**src/rtl/rtlmem_fifo_ctrl.sv**
```systemverilog
// rtlmem_fifo_ctrl
//   Synchronous FIFO controller for a 1R/1W memory with a 1-cycle read latency.
//   It owns the write and read pointers and reads ahead into a 2-entry output
//   buffer. The pop side is first-word-fall-through with valid/ready. After
//   reset, and optionally on flush, it runs the memory clear handshake.
//
// Ports
//   clk, rst_n          clock; asynchronous active-low reset
//   flush               synchronous flush pulse, accepted in any state
//   busy                high while the clear sequence runs (same as clren)
//   push_vld/dat/rdy    producer side
//   pop_vld/dat/rdy     consumer side; pop_dat is the registered buffer head
//   count               entries held: in memory + read in flight + buffered
//   memwe/memwa/memdi   memory write port
//   memre/memra/memdo   memory read port; memdo is valid 1 cycle after memre
//   clren/clrrdy        memory clear request / clear complete
module rtlmem_fifo_ctrl #(
  parameter int G_ADDR         = 10,
  parameter int G_WIDTH        = 16,
  parameter int G_DEPTH        = 2**G_ADDR,
  parameter int G_CLR_ON_FLUSH = 1
) (
  input  logic               clk,
  input  logic               rst_n,
  input  logic               flush,
  output logic               busy,
  input  logic               push_vld,
  input  logic [G_WIDTH-1:0] push_dat,
  output logic               push_rdy,
  output logic               pop_vld,
  output logic [G_WIDTH-1:0] pop_dat,
  input  logic               pop_rdy,
  output logic [G_ADDR:0]    count,
  output logic               memwe,
  output logic [G_ADDR-1:0]  memwa,
  output logic [G_WIDTH-1:0] memdi,
  output logic               memre,
  output logic [G_ADDR-1:0]  memra,
  input  logic [G_WIDTH-1:0] memdo,
  output logic               clren,
  input  logic               clrrdy
);

  localparam logic [G_ADDR:0]   DEPTH_C  = (G_ADDR+1)'(G_DEPTH);
  localparam logic [G_ADDR-1:0] LAST_PTR = G_ADDR'(G_DEPTH-1);

  typedef enum logic {CLR, RUN} state_t;

  state_t              state_reg, state_next;
  // dwell_reg holds the 1-based index of the current CLR cycle, saturating at 3.
  // The exit test "dwell >= 2" therefore allows RUN after 2 CLR cycles at the
  // earliest. A clrrdy that was left over from before entry cannot end the
  // sequence in its first cycle.
  logic [1:0]          dwell_reg, dwell_next;
  logic [G_ADDR-1:0]   wptr_reg, rptr_reg;
  logic [G_ADDR:0]     memcnt_reg;
  logic                infl_reg;
  logic [1:0]          bufcnt_reg;
  logic [G_WIDTH-1:0]  buf_reg [2];

  logic                run;
  logic                push_fire;
  logic                pop_fire;
  logic [2:0]          pend;
  logic                cap_to_head;

  function automatic logic [G_ADDR-1:0] ptr_inc(input logic [G_ADDR-1:0] p);
    return (p == LAST_PTR) ? '0 : p + G_ADDR'(1);
  endfunction

  assign run       = (state_reg == RUN);
  assign clren     = (state_reg == CLR);
  assign busy      = clren;
  assign count     = memcnt_reg + (G_ADDR+1)'(infl_reg) + (G_ADDR+1)'(bufcnt_reg);
  assign push_rdy  = run && (count < DEPTH_C);
  assign pop_vld   = (bufcnt_reg != 2'd0);
  assign pop_dat   = buf_reg[0];
  assign pop_fire  = pop_vld && pop_rdy;
  assign push_fire = push_vld && push_rdy && !flush;

  // Issue a read only when the word has room to land. Room means the buffer
  // plus the in-flight word, less this cycle's pop, stays below 2. Because of
  // the pop term, pop_rdy reaches memre through combinational logic.
  assign pend  = {1'b0, bufcnt_reg} + {2'b00, infl_reg} - {2'b00, pop_fire};
  assign memre = run && !flush && (memcnt_reg != '0) && (pend < 3'd2);

  assign memwe = push_fire;
  assign memwa = wptr_reg;
  assign memdi = push_fire ? push_dat : '0;
  assign memra = rptr_reg;

  // The returning word goes to the first free slot after this cycle's pop.
  assign cap_to_head = ((bufcnt_reg - 2'(pop_fire)) == 2'd0);

  // ---------------------------------------------------------------- FSM
  always_ff @(posedge clk or negedge rst_n) begin
    if (!rst_n) begin
      state_reg <= CLR;
      dwell_reg <= 2'd1;
    end else begin
      state_reg <= state_next;
      dwell_reg <= dwell_next;
    end
  end

  always_comb begin
    state_next = state_reg;
    dwell_next = dwell_reg;
    if (flush) begin
      state_next = (G_CLR_ON_FLUSH != 0) ? CLR : RUN;
      dwell_next = 2'd1;
    end else begin
      case (state_reg)
        CLR: begin
          if (clrrdy && (dwell_reg >= 2'd2)) begin
            state_next = RUN;
            dwell_next = 2'd1;
          end else if (dwell_reg != 2'd3) begin
            dwell_next = dwell_reg + 2'd1;
          end
        end
        default: ;
      endcase
    end
  end

  // ---------------------------------------------------------------- pointers and occupancy
  always_ff @(posedge clk or negedge rst_n) begin
    if (!rst_n) begin
      wptr_reg   <= '0;
      rptr_reg   <= '0;
      memcnt_reg <= '0;
      infl_reg   <= 1'b0;
      bufcnt_reg <= 2'd0;
    end else if (flush) begin
      // Clearing infl_reg drops any word still returning on memdo.
      wptr_reg   <= '0;
      rptr_reg   <= '0;
      memcnt_reg <= '0;
      infl_reg   <= 1'b0;
      bufcnt_reg <= 2'd0;
    end else begin
      if (push_fire) wptr_reg <= ptr_inc(wptr_reg);
      if (memre)     rptr_reg <= ptr_inc(rptr_reg);
      memcnt_reg <= memcnt_reg + (G_ADDR+1)'(push_fire) - (G_ADDR+1)'(memre);
      infl_reg   <= memre;
      bufcnt_reg <= bufcnt_reg - 2'(pop_fire) + 2'(infl_reg);
    end
  end

  // ---------------------------------------------------------------- output buffer (head in slot 0)
  always_ff @(posedge clk or negedge rst_n) begin
    if (!rst_n) begin
      buf_reg[0] <= '0;
      buf_reg[1] <= '0;
    end else if (!flush) begin
      if (pop_fire) buf_reg[0] <= buf_reg[1];
      if (infl_reg) begin
        if (cap_to_head) buf_reg[0] <= memdo;
        else             buf_reg[1] <= memdo;
      end
    end
  end

endmodule

```
**config.mk**
```make
export PLATFORM = sky130hd
export DESIGN_NAME = rtlmem_fifo_ctrl
export DESIGN_NICKNAME = d
export VERILOG_FILES = /design/src/rtl/rtlmem_fifo_ctrl.sv
export SDC_FILE = /design/constraint.sdc
export NUM_CORES = 1
export LEC_CHECK = 0
export CORE_AREA = 2 2 95 97
export DETAILED_ROUTE_END_ITERATION = 12
export DIE_AREA = 0 0 97 99
export PLACE_DENSITY = 0.88
export RECOVER_POWER = 50
export SYNTH_ARGS = -nofsm -noshare
export SYNTH_HDL_FRONTEND = slang
export SYNTH_SLANG_ARGS = --single-unit
export TNS_END_PERCENT = 30
```
**constraint.sdc**
```tcl
create_clock -name clk -period 4.4 [get_ports clk]
set_input_delay 1.32 -clock clk [delete_from_list [all_inputs] [get_ports clk]]
set_output_delay 1.32 -clock clk [all_outputs]
set_load 0.05 [all_outputs]
```
Word-level counts from Yosys, hierarchy flattened:

Index checks and enable logic that the tools add are counted.

* latch bits: 0
* memories kept: 0
* bits in read-only memories: 0
* word-level logic and storage cells: 68
* input port bits: 38
* register bits after elaboration: 69
* RAM bits: 0

* shifts and indexed selects: 0
* equal/unequal tests: 4
* bitwise logic cells: 3
* divide/modulo/power cells: 0
* add/sub/neg operators: 11
* reduce and logical (&&, ||, !) cells: 17
* multipliers: 0
* muxes and demuxes: 21
* order comparisons: 3

Operator list (count)
* 16-bit 2-to-1 mux: 4
* 10-bit 2-to-1 mux: 6
* 32-bit 2-to-1 mux: 1
* 11-bit by 1-bit adder with 11-bit output: 2
* 10-bit by 1-bit adder with 10-bit output (second input constant): 2
* 10-bit equality test (second input constant): 2
* 11-bit by 2-bit adder with 11-bit output: 1
* 11-bit < comparator (second input constant): 1
* 11-bit 2-to-1 mux: 1
* 11-bit nonzero test: 1
* 11-bit by 1-bit subtractor with 11-bit output: 1
* 2-bit 2-to-1 mux: 5
* 1-bit logical AND: 8
* 2-bit nonzero test: 3
* 1-bit 2-to-1 mux: 4
* 2-bit != test (second input constant): 2
* 2-bit by 1-bit adder with 3-bit output: 1
* 3-bit by 2-bit < comparator with 1-bit output (second input constant): 1
* 1-bit NOT: 3
* 3-bit AND reduction: 1
* 3-bit nonzero test: 1
* 3-bit by 1-bit subtractor with 3-bit output: 1
* 2-bit by 1-bit adder with 2-bit output: 1
* 2-bit by 1-bit adder with 2-bit output (second input constant): 1
* 5 further kinds: 5

Depth between registers and ports, before layout:

* depth after elaboration: 9
* gate-level depth with buffers: 18
* gate-level depth less buffers: 16

Worst setup path after synthesis:

Ideal clock, no wire load.

* kind: input-to-reg
* start: input port pop_rdy
* end: register memcnt_reg[8]
* path slack: -0.136 ns
* data arrival time: 4.412 ns
* cell stages on the path: 17
* cells stage by stage: nand3b_1 > o21ai_2 > nand2_1 > fa_1 > xnor2_1 > o2111a_1 > buf_2 > ha_1 > inv_1 > ha_1 > inv_1 > fa_1 > nor2b_1 > o221ai_1 > nand2_1 > a21boi_0 > mux2_2

* word-level cells in the longest chain between the ends: 6

RTL lines
* from (decl): line 32 `input logic pop_rdy,`
* 1-bit logical AND: line 78 `assign pop_fire = pop_vld && pop_rdy;`
* 3-bit by 1-bit subtractor with 3-bit output: line 84 `assign pend = {1'b0, bufcnt_reg} + {2'b00, infl_reg} - {2'b00, pop_fire};`
* 3-bit by 2-bit < comparator with 1-bit output: line 85 `assign memre = run && !flush && (memcnt_reg != '0) && (pend < 3'd2);`
* 1-bit logical AND: line 85
* named net memre: line 37 `output logic memre,`
* 11-bit by 1-bit subtractor with 11-bit output: line 145 `memcnt_reg <= memcnt_reg + (G_ADDR+1)'(push_fire) - (G_ADDR+1)'(memre);`
* 11-bit 2-to-1 mux: line 135 `end else if (flush) begin`
* to (signal assigned): line 145
* to (decl): line 56 `logic [G_ADDR:0] memcnt_reg;`

The timed path passes the listed nets, and every way through them passes these cells.
A chain may end at the register's enable or synchronous reset.

Worst setup path in the final report:

* start: input port pop_rdy
* end: output port memre

* word-level cells in the longest chain between the ends: 4

RTL lines (line)
* 1-bit logical AND: 78
* 3-bit by 1-bit subtractor with 3-bit output: 84
* 3-bit by 2-bit < comparator with 1-bit output: 85
* 1-bit logical AND: 85
* to (decl): 37

No other way between the ends.

==> results.txt <==
Status: finished with violations
Violations in the final reports: capacitance limit, slew limit
Part of the Yosys area used for sequential elements: 41.35%
Synth warnings: 0
Met3 WL post-DR: 594 um
Clk Latency, worst-skew pair: 0.34 ns
Number of core rows: 34
TritonCTS buffer count: 9
Setup TNS: 0 ns
Top_reg_cell synth: sky130_fd_sc_hd__dfrtp_1
Switch share: 44.16%
Post-route DRC: 0
Sequential share of power: 30.0%
Global route overflow: 0
Met1 wire length: 4215 um
Share of power burned in the clock network: 16.8%
Detailed-routing iteration count for the pre-antenna-repair pass: 5
Number of global-route vias before repair: 3520
Library cell with the largest summed area after synthesis: sky130_fd_sc_hd__dfrtp_1
Worst vdd ir: 0.5177 mV
Critical-path cell list: clkbuf_2 -> nand3b_1 -> o21ai_2 -> nand2_1 -> fa_1 -> xnor2_1 -> o2111a_1 -> buf_4 -> buf_12
Total met2 wirelength after detailed routing: 5160 um
Worst path bufs/invs: 3
Number of hold buffers added after cts: 0
Clock tree root driver cell: sky130_fd_sc_hd__clkbuf_8
Relative contribution of combinational cells to total power: 53.3%
Port buffer count: 106
Count of max-cap constraint violations: 1
Synth-to-layout area growth: 35.06%
Signal arrival time at the worst endpoint: 2.92 ns
Initial antenna violation count: 0
Cell area after layout: 5644 um2
Average cell area after synthesis: 9.926 um2
Routed length per instance: 15.96 um
Hold Fails Final Rpt: 0
CP Max Fanout: 11
Final setup fails: 0
Routed wire length: 10120 um
Max Root-Sink Buffers: 2
Highest layer used for signal routing: met4
Number of routed nets with antenna violations: 0
Core area: 8551 um2
Worst Setup End Kind: output pin
Iteration-0 DRC count of the detailed router: 261
Maximum number of pins on one net before global-route repair: 70
Max H-tree Level: 3
Commonest cells after routing, fill and taps aside: sky130_fd_sc_hd__dfrtp_1 (68), sky130_fd_sc_hd__clkdlybuf4s50_1 (64), sky130_fd_sc_hd__inv_1 (45)
Cell family with most CP delay: buffers and inverters
Count of boundary I/O pins: 107
RSZ-0062 raised after global routing: no
Area of placed instances: 5460 um2
Final Cycle Share: 96.47%
Share of Yosys cell area claimed by the top area cell type: 40.72%
Area of the die: 9603 um2
Placed wire-length estimate after detailed placement: 7342 um
Die height: 99 um
Final critical delay including setup and external delays: 4.245 ns
Total via count after detailed routing: 3559
Worst-path clk slew: 0.08 ns
Initial core utilization: 48.87%
Number of distinct library cell variants in the gate-level netlist after synthesis: 58
Most common cell after layout, fill and taps aside: sky130_fd_sc_hd__dfrtp_1
TritonCTS clock tree: built
Leakage power: 2.651 nW
Sw Pwr: 0.001323 W
Diodes inserted: 0
Internal power: 0.001673 W
Critical Path Max Stage Delay: 0.38 ns
Main area contributors after synthesis: sky130_fd_sc_hd__dfrtp_1 (41%), sky130_fd_sc_hd__ha_1 (8.7%), sky130_fd_sc_hd__mux2_2 (4.9%), sky130_fd_sc_hd__inv_1 (4.0%), sky130_fd_sc_hd__a222oi_1 (3.8%)
Cell at the slowest stage of the critical path: sky130_fd_sc_hd__fa_1
Count of pins over their slew limit: 70
Syn Inst Count: 421
Wire length of the first global-routing pass: 16700 um
Synthesized flop and latch total: 69
Measured slew at the worst slew-check pin: 1.681 ns
Clock skew: 0.006864 ns
Required time of the worst setup path: 3.08 ns
EDFF count, synth: 0
Worst hold margin: 0.4822 ns
Netlist area before placement: 4179 um2
Sink count of the clock tree: 69
GRT Resource Usage Total: 21.16%
Maximum operating frequency: 235.6 MHz
Width of the die: 97 um
Share of cells above drive strength 1: 15.21%
Slew margin rel.: -12.04%
Number of nets in the synthesized netlist: 492
Power density over cell area: 530.8 nW/um2
Number of nets in the layout: 593
Power after layout: 0.002996 W
Async SR Flop Fraction: 100.0%
RD Place Congestion: 0.8738
WS Path Type: input port to output pin
Crit start category: input port
Average via count per standard cell: 5.614
Path category of the worst min-delay check: flip-flop to flip-flop
## per-layer routing
layer / GRT usage (%) / vias to the layer above
met5: 0 / -
met4: 5.200 / 0
met3: 5.603 / 16
met2: 36.32 / 139
met1: 26.84 / 1745
li1: - / 1659
## cell families after synthesis
family / after synthesis / share of synthesized area [%]
flops: 69 / 41.35
mux: 18 / 4.850
fa+ha+maj: 33 / 10.60
xor+xnor: 23 / 4.821
simple gates: 131 / 16.17
buf+inv: 74 / 8.383
compound gates: 73 / 13.83
## cell type report
class	count	area, um2
repair buffers	118	1319
inverters	46	172.7
clock buffers	9	123.9
multi-input cells	278	2102
clock inverters	6	63.81
fillers	650	2907
flip-flops and latches	69	1728
well taps	108	135.1
## stage by stage
step           util [%]  setup slack [ns]  cells
2_1_floorplan         -           0.03429    421
3_3_place_gp      63.86           -0.3527    619
3_5_place_dp      63.86           -0.5714    619
4_1_cts           66.05          0.006979    634
5_1_grt           66.01           0.04193    634
6_report          66.01            0.1553    634
## Yosys cell counts (all sizes together) (2+ instances only)
master	count
o32ai	2
buf	24
dfrtp	68
nand3b	4
a21o	2
or3	2
o2111a	3
xnor2	14
a21oi	10
o21ai	12
ha	29
o21bai	2
mux2	18
fa	4
o211ai	3
o41ai	3
and2	17
nand4	5
clkbuf	4
xor2	9
nand3	11
inv	45
a31oi	3
nor2b	9
nor2	30
a211oi	2
nand2	29
or2	3
and3	5
a222oi	16
o31ai	5
nor3	8
nand2b	3
## power groups by stage
stage	registers, W	clock network (W)	logic [W]
global route	0.000919	0.000544	0.00173
finish	0.000898	0.000502	0.00160
floorplan	0.000885	0	0.00122
global placement	0.000904	0	0.00156
CTS	0.000903	0.000515	0.00161
detailed placement	0.000915	0	0.00160
## worst paths after layout
| path | start | endpoint | slack [ns] | cells past startpoint |
|---|---|---|---|---|
| max | pop_rdy | memre | 0.16 | 9 |
| min | buf_reg[1]$_DFFE_PN0P_ | pop_dat[1]$_DFFE_PN0N_ | 0.48 | 2 |
| max reg2reg | infl_reg$_DFF_PN0_ | memcnt_reg[10]$_DFF_PN0_ | 0.68 | 17 |
| min reg2reg | buf_reg[1]$_DFFE_PN0P_ | pop_dat[1]$_DFFE_PN0N_ | 0.48 | 2 |
| max in group asynchronous | rst_n | memwa[7]$_DFFE_PN0P_ | 1.92 | 2 |
| min in group asynchronous | rst_n | buf_reg[12]$_DFFE_PN0P_ | 1.50 | 2 |
## tightest hold or removal path: stages, from the launching register on
cell                       delay [ns]
sky130_fd_sc_hd__dfrtp_1         0.34
sky130_fd_sc_hd__a222oi_1        0.06
sky130_fd_sc_hd__inv_1           0.05
## timing repair
item | in CTS | in global routing
setup endpoints to repair | 6 | 19
gates cloned | 0 | 0
resized for setup | 2 | 6
setup buffers | 0 | 0
(Power assumes the default switching activity.)
